$ cat src/rtl/core_pkg.sv
// Shared encodings for the core: sequencer state codes, trap causes and the
// RV32I major opcodes that decode matches against.
package core_pkg;

  localparam logic [2:0] ST_IDLE    = 3'd0;
  localparam logic [2:0] ST_FETCH   = 3'd1;
  localparam logic [2:0] ST_DECODE  = 3'd2;
  localparam logic [2:0] ST_EXECUTE = 3'd3;
  localparam logic [2:0] ST_MEM     = 3'd4;
  localparam logic [2:0] ST_WB      = 3'd5;
  localparam logic [2:0] ST_TRAP    = 3'd6;

  typedef enum logic [1:0] {
    CAUSE_NONE     = 2'b00,
    CAUSE_ILLEGAL  = 2'b01,
    CAUSE_IMEM_TMO = 2'b10,
    CAUSE_DMEM_TMO = 2'b11
  } trap_cause_e;

  localparam logic [6:0] R_TYPE = 7'b0110011;
  localparam logic [6:0] I_TYPE = 7'b0010011;
  localparam logic [6:0] LOAD   = 7'b0000011;
  localparam logic [6:0] STORE  = 7'b0100011;
  localparam logic [6:0] BRANCH = 7'b1100011;
  localparam logic [6:0] JAL    = 7'b1101111;
  localparam logic [6:0] JALR   = 7'b1100111;
  localparam logic [6:0] AUIPC  = 7'b0010111;
  localparam logic [6:0] LUI    = 7'b0110111;

  function automatic logic is_busy_state(input logic [2:0] st);
    return !((st == ST_IDLE) || (st == ST_TRAP));
  endfunction

endpackage

$ cat src/rtl/core_sequencer_wait_timer.sv
// Wait-cycle counter shared by the fetch and data-memory waits; expired is
// raised once TMO_CYCLES not-ready cycles have been counted.
module wait_timer #(
  parameter int TMO_CYCLES = 255,
  parameter int TMO_BITS   = 8
) (
  input  logic clock,
  input  logic reset_n,
  input  logic clear,
  input  logic enable,
  output logic expired
);

  localparam logic [TMO_BITS-1:0] TMO_LIMIT = TMO_BITS'(TMO_CYCLES);

  logic [TMO_BITS-1:0] count_q, count_d;

  always_comb begin
    count_d = count_q;
    if (clear) begin
      count_d = '0;
    end else if (enable) begin
      count_d = count_q + TMO_BITS'(1);
    end
  end

  always_ff @(posedge clock or negedge reset_n) begin
    if (!reset_n) begin
      count_q <= '0;
    end else begin
      count_q <= count_d;
    end
  end

  assign expired = (count_q == TMO_LIMIT);

endmodule

$ cat src/rtl/core_sequencer.sv
// Multi-cycle FETCH/DECODE/EXECUTE/MEM/WB sequencer: turns decode controls into
// one-cycle commit strobes, bounds memory waits and counts retirements.
module core_sequencer
  import core_pkg::*;
#(
  parameter int CNT_BITS   = 32,
  parameter int TMO_CYCLES = 255,
  parameter int TMO_BITS   = 8
) (
  input  logic                clock,
  input  logic                reset_n,
  input  logic                start,
  input  logic                halt_req,
  input  logic                imem_ready,
  input  logic                dmem_ready,
  input  logic                dec_wEn,
  input  logic                dec_mem_wEn,
  input  logic                dec_wb_sel,
  input  logic                dec_next_PC_select,
  input  logic                dec_illegal,
  output logic                imem_req,
  output logic                ir_load,
  output logic                dmem_req,
  output logic                dmem_wEn,
  output logic                rf_wEn,
  output logic                pc_write,
  output logic                pc_sel,
  output logic                busy,
  output logic                trap,
  output logic [1:0]          trap_cause,
  output logic [CNT_BITS-1:0] retired
);

  logic [2:0]          state_q, state_d;
  logic                halt_pending_q, halt_pending_d;
  logic [CNT_BITS-1:0] retired_q, retired_d;
  logic [1:0]          trap_cause_q, trap_cause_d;
  logic                tmr_clear, tmr_enable, tmr_expired;

  wait_timer #(
    .TMO_CYCLES(TMO_CYCLES),
    .TMO_BITS  (TMO_BITS)
  ) u_wait_timer (
    .clock  (clock),
    .reset_n(reset_n),
    .clear  (tmr_clear),
    .enable (tmr_enable),
    .expired(tmr_expired)
  );

  always_comb begin
    state_d      = state_q;
    retired_d    = retired_q;
    trap_cause_d = trap_cause_q;
    tmr_clear    = 1'b1;
    tmr_enable   = 1'b0;
    imem_req     = 1'b0;
    ir_load      = 1'b0;
    dmem_req     = 1'b0;
    dmem_wEn     = 1'b0;
    rf_wEn       = 1'b0;
    pc_write     = 1'b0;
    pc_sel       = 1'b0;

    case (state_q)
      ST_IDLE: begin
        if (start) state_d = ST_FETCH;
      end
      ST_FETCH: begin
        imem_req = 1'b1;
        // Ready beats the timeout even in the cycle the limit is reached.
        if (imem_ready) begin
          ir_load = 1'b1;
          state_d = ST_DECODE;
        end else if (tmr_expired) begin
          state_d      = ST_TRAP;
          trap_cause_d = CAUSE_IMEM_TMO;
        end else begin
          tmr_clear  = 1'b0;
          tmr_enable = 1'b1;
        end
      end
      ST_DECODE: begin
        if (dec_illegal) begin
          state_d      = ST_TRAP;
          trap_cause_d = CAUSE_ILLEGAL;
        end else begin
          state_d = ST_EXECUTE;
        end
      end
      ST_EXECUTE: begin
        state_d = (dec_wb_sel || dec_mem_wEn) ? ST_MEM : ST_WB;
      end
      ST_MEM: begin
        dmem_req = 1'b1;
        dmem_wEn = dec_mem_wEn;
        if (dmem_ready) begin
          state_d = ST_WB;
        end else if (tmr_expired) begin
          state_d      = ST_TRAP;
          trap_cause_d = CAUSE_DMEM_TMO;
        end else begin
          tmr_clear  = 1'b0;
          tmr_enable = 1'b1;
        end
      end
      ST_WB: begin
        rf_wEn    = dec_wEn;
        pc_write  = 1'b1;
        pc_sel    = dec_next_PC_select;
        retired_d = retired_q + CNT_BITS'(1);
        state_d   = (halt_req || halt_pending_q) ? ST_IDLE : ST_FETCH;
      end
      ST_TRAP: begin
        state_d = ST_TRAP;
      end
      default: begin
        state_d = ST_IDLE;
      end
    endcase
  end

  // A halt accepted together with start is held so that instruction retires first.
  always_comb begin
    if (state_d == ST_IDLE) begin
      halt_pending_d = 1'b0;
    end else begin
      halt_pending_d = halt_pending_q |
                       (halt_req & (busy | ((state_q == ST_IDLE) & start)));
    end
  end

  always_ff @(posedge clock or negedge reset_n) begin
    if (!reset_n) begin
      state_q        <= ST_IDLE;
      halt_pending_q <= 1'b0;
      retired_q      <= '0;
      trap_cause_q   <= CAUSE_NONE;
    end else begin
      state_q        <= state_d;
      halt_pending_q <= halt_pending_d;
      retired_q      <= retired_d;
      trap_cause_q   <= trap_cause_d;
    end
  end

  assign busy       = is_busy_state(state_q);
  assign trap       = (state_q == ST_TRAP);
  assign trap_cause = trap_cause_q;
  assign retired    = retired_q;

endmodule

$ cat config.mk
export PLATFORM = sky130hd
export DESIGN_NAME = core_sequencer
export DESIGN_NICKNAME = d
export VERILOG_FILES = /design/src/rtl/core_pkg.sv /design/src/rtl/core_sequencer_wait_timer.sv /design/src/rtl/core_sequencer.sv
export SDC_FILE = /design/constraint.sdc
export NUM_CORES = 1
export LEC_CHECK = 0
export CORE_MARGIN = 5
export CORE_UTILIZATION = 54
export CTS_CLUSTER_DIAMETER = 120
export DETAILED_ROUTE_END_ITERATION = 16
export PLACE_DENSITY = 0.93
export SETUP_SLACK_MARGIN = 0.15
export SLEW_MARGIN = 20
export SYNTH_ARGS = -nofsm -noshare
export SYNTH_HDL_FRONTEND = slang
export SYNTH_SLANG_ARGS = --single-unit
$ cat constraint.sdc
create_clock -name clock -period 4.7 [get_ports clock]
set_clock_uncertainty 0.2 [all_clocks]
set_input_delay 0.94 -clock clock [delete_from_list [all_inputs] [get_ports clock]]
set_output_delay 0.94 -clock clock [all_outputs]
set_load 0.02 [all_outputs]
==> key figures <==
Run status
  – Status: finished clean

Global routing
  – Grt total ovfl: 0
  – First-pass GRT wire length: 8.27 mm
  – GR Util All Layers: about a fifth
  – Vias in the first global route: ~1800
  – Initial antenna violation count: 0
  – Largest net degree at the start of global routing: 47

Setup path
  – Critical path destination: ir_load
  – Beginning of the critical path: imem_ready
  – Worst Path Arrival: between 2 and 2.5 ns
  – CP max FO: 5
  – Slowest-stage cell, CP: clkdlybuf4s50_1
  – FF-to-FF path depth: 4
  – CP Class: in -> out
  – R2r endpoint: retired[25]
  – Critical path's most frequent cell: clkdlybuf4s50_1
  – Startpoint Class: primary input
  – Worst-path cell chain: clkdlybuf4s50_1 > and4bb_2 > clkdlybuf4s50_1
  – Reg-to-reg critical path startpoint: state_q[2]
  – CP Capture Type: output port
  – R2R Setup Slk: 2.38 ns
  – CP peak stage delay: around 0.6 ns
  – WP data required: roughly 3.6 ns

Detailed routing
  – Remaining DRCs: 0
  – DR vias: about 1800
  – DRT antenna net count: 0
  – WL final: ~4.8 mm
  – DRT iter0 DRCs: around 130
  – DRT Pass-1 Iters: 4
  – Routed WL per cell: between 15 and 20 um
  – Via/cell ratio: roughly 5.6

Yosys
  – Post-synthesis sequential area ratio: between 40% and 50%
  – Synth top area cells: dfrtp_1, xnor2_1, xor2_1, nand3_1, nand4_1
  – Avg Cell Area, Syn: around 11 um2
  – Top cell type's share of synthesized area: around half
  – Syn. warnings: 0
  – Mux cell area share after synthesis: less than 1%
  – Largest family of logic cells by synthesized area: simple AND/OR/NAND/NOR gates
  – Post-synthesis xor/xnor area fraction: between 10% and 20%
  – Synth Area in Adders: about 1.1%
  – Synth Area in Simple Gates: roughly 27%
  – Post-synth EDFFs: 0
  – Area leader, netlist: dfrtp_1
  – Post-synthesis compound-gate area fraction: 5.22%
  – Asr flop ratio synth: 100%
  – Cell variety after synth: 41
  – Syn Nets: 230
  – Number of synthesized register bits: 46
  – Post-Syn Instances: 217
  – Synthesized area: between 2000 and 2500 um2
  – Post-synth top flop: dfrtp_1

Power
  – Clock power share: 20.9%
  – Pwr dens: just under 400 nW/um2
  – P_sw: ~0.42 mW
  – Gate power share: roughly 33%
  – Leak: about 1.3 nW
  – Sw frac: 36.3%
  – Maximum vdd drop: around 0.00033 V
  – Pint: between 0.7 and 0.8 mW
  – Share of power burned in registers: a little under half

Clock network
  – # resized after CTS: 0
  – CTS max path bufs: 2
  – Clock Root Buffer: clkbuf_8
  – CTS Buf Count: 5
  – CTS tree: built
  – CTS Hold Bufs: 0
  – Clk slew on worst S/H paths: approximately 0.08 ns
  – Clock H-tree levels: 2
  – Setup bufs post-CTS: 0
  – Clock sink count: 46
  – Clk_lat worst skew: roughly 0.30 ns

Timing
  – Fin. max-slew vios: 0
  – Final min period: around 3.5 ns
  – Highest clock rate: ~290 MHz
  – Final Setup Violations: 0
  – Post-route setup slack: between 1 and 1.5 ns
  – Final Cycle Share: approximately three quarters
  – Worst Tran Pin Value: 0.577 ns
  – Hold violation count in the final report: 0
  – RSZ-0062 raised after global routing: false
  – TNS Setup: 0 ns
  – Worst slew margin: ~61%

Cells and area
  – Post-layout nets: 283
  – Commonest non-fill, non-tap cell in the layout: clkdlybuf4s50_1
  – Fraction of layout cells with a size suffix above 1: roughly 7.0%
  – Commonest cells after routing, fill and taps aside: clkdlybuf4s50_1, dfrtp_1, xnor2_1
  – Area delta synth->final: 27.6%
  – Antenna Cells: 0

Floorplanning
  – Initial core utilization: roughly 57%
  – Die ar.: 5720 um2
  – Row count: 23
  – # IOs: 54
  – Die W: approximately 76 um
  – DIE HEIGHT: around 76 um
  – Core footprint: 4090 um2

Run
  – Max_cap viols: 0

Worst hold path
  – Worst hold path type: reg -> reg

Place
  – Port Buf Inserts: 53
  – Pre-CTS setup slack: around 1.2 ns
  – GP Congestion: between 0.8 and 0.9
  – DP Wirelength: roughly 3.5 mm
==> worst max-delay path, delay by kind of cell <==
kind	cells	cell delay [ns]
buf+inv	2	1.16
simple gates	1	0.26
==> worst min-delay path by stage <==
stage	startpoint	endpoint	slack, ns	cells after the start
2_1_floorplan	u_wait_timer.count_q[0]	u_wait_timer.count_q[0]	0.22	1
3_3_place_gp	u_wait_timer.count_q[0]	u_wait_timer.count_q[0]	0.25	1
6_report	u_wait_timer.count_q[0]	u_wait_timer.count_q[0]	0.27	1
5_1_grt	retired[31]	retired[31]	0.30	1
3_5_place_dp	u_wait_timer.count_q[0]	u_wait_timer.count_q[0]	0.26	1
4_1_cts	u_wait_timer.count_q[0]	u_wait_timer.count_q[0]	0.27	1
==> logic make-up (layout without fill, tap and decap cells) <==
kind of cell	Yosys count	in the layout
AO/OA/AOI/OAI	18	18
AND/OR/NAND/NOR	100	100
buffers and inverters	12	66
adder cells (fa/ha/maj)	2	2
XOR/XNOR	38	38
multiplexers	1	1
flip-flops	46	46
==> cells in the mapped netlist, types with 2 or more instances <==
master    count
a211oi_1      2
a21o_1        3
a21oi_1       4
a31oi_1       3
and2_1        5
and3_1        8
and4_1        2
buf_2         5
dfrtp_1      46
ha_1          2
inv_1         5
nand2_1      14
nand3_1      15
nand4_1      12
nor2_1       17
nor3_1        5
nor3b_1       3
nor4_1        2
nor4_4        3
o21ai_0       2
or2_2         2
or3_1         2
xnor2_1      29
xor2_1        9
==> flip-flops by register name (all words and copies together) (netlist names) <==
register,flops
halt_pending_q,1
retired,32
state_q,3
trap_cause,2
u_wait_timer.count_q,8
==> power by group through the flow <==
stage                     Clock, mW  Sequential [mW]  Combinational [mW]
after floorplan                   0            0.517               0.266
after global placement            0            0.544               0.372
after detailed placement          0            0.545               0.379
after CTS                     0.246            0.537               0.382
after global routing          0.263            0.550               0.411
final                         0.241            0.538               0.378
==> layer usage <==
layer  track usage (%)  share of wire [%]
met3              5.67                6.2
met4              5.83                1.1
met1              24.2                 43
met2              31.5                 49
met5                 0                  0
==> metrics by stage <==
step                hold slack [ns]  utilization [%]  std cells  total power [mW]  instance area [um2]
floorplan                     0.223                -        217             0.783                 2320
global placement              0.245             70.3        313             0.915                 2870
detailed placement            0.259             70.3        313             0.924                 2870
CTS                           0.270             72.5        321              1.16                 2960
global route                  0.301             72.6        321              1.23                 2970
finish                        0.268             72.6        321              1.16                 2970
==> area by class of cell <==
| class | instances | area (um2) |
|---|---|---|
| clock buffer | 5 | 68.8 |
| clock inverter | 3 | 21.3 |
| fill | 291 | 1120 |
| inverter | 5 | 18.8 |
| multi-input combinational | 159 | 1110 |
| sequential | 46 | 1150 |
| tap | 50 | 62.6 |
| timing repair buffer | 53 | 528 |
No activity file was read; power rests on OpenSTA's default activity.
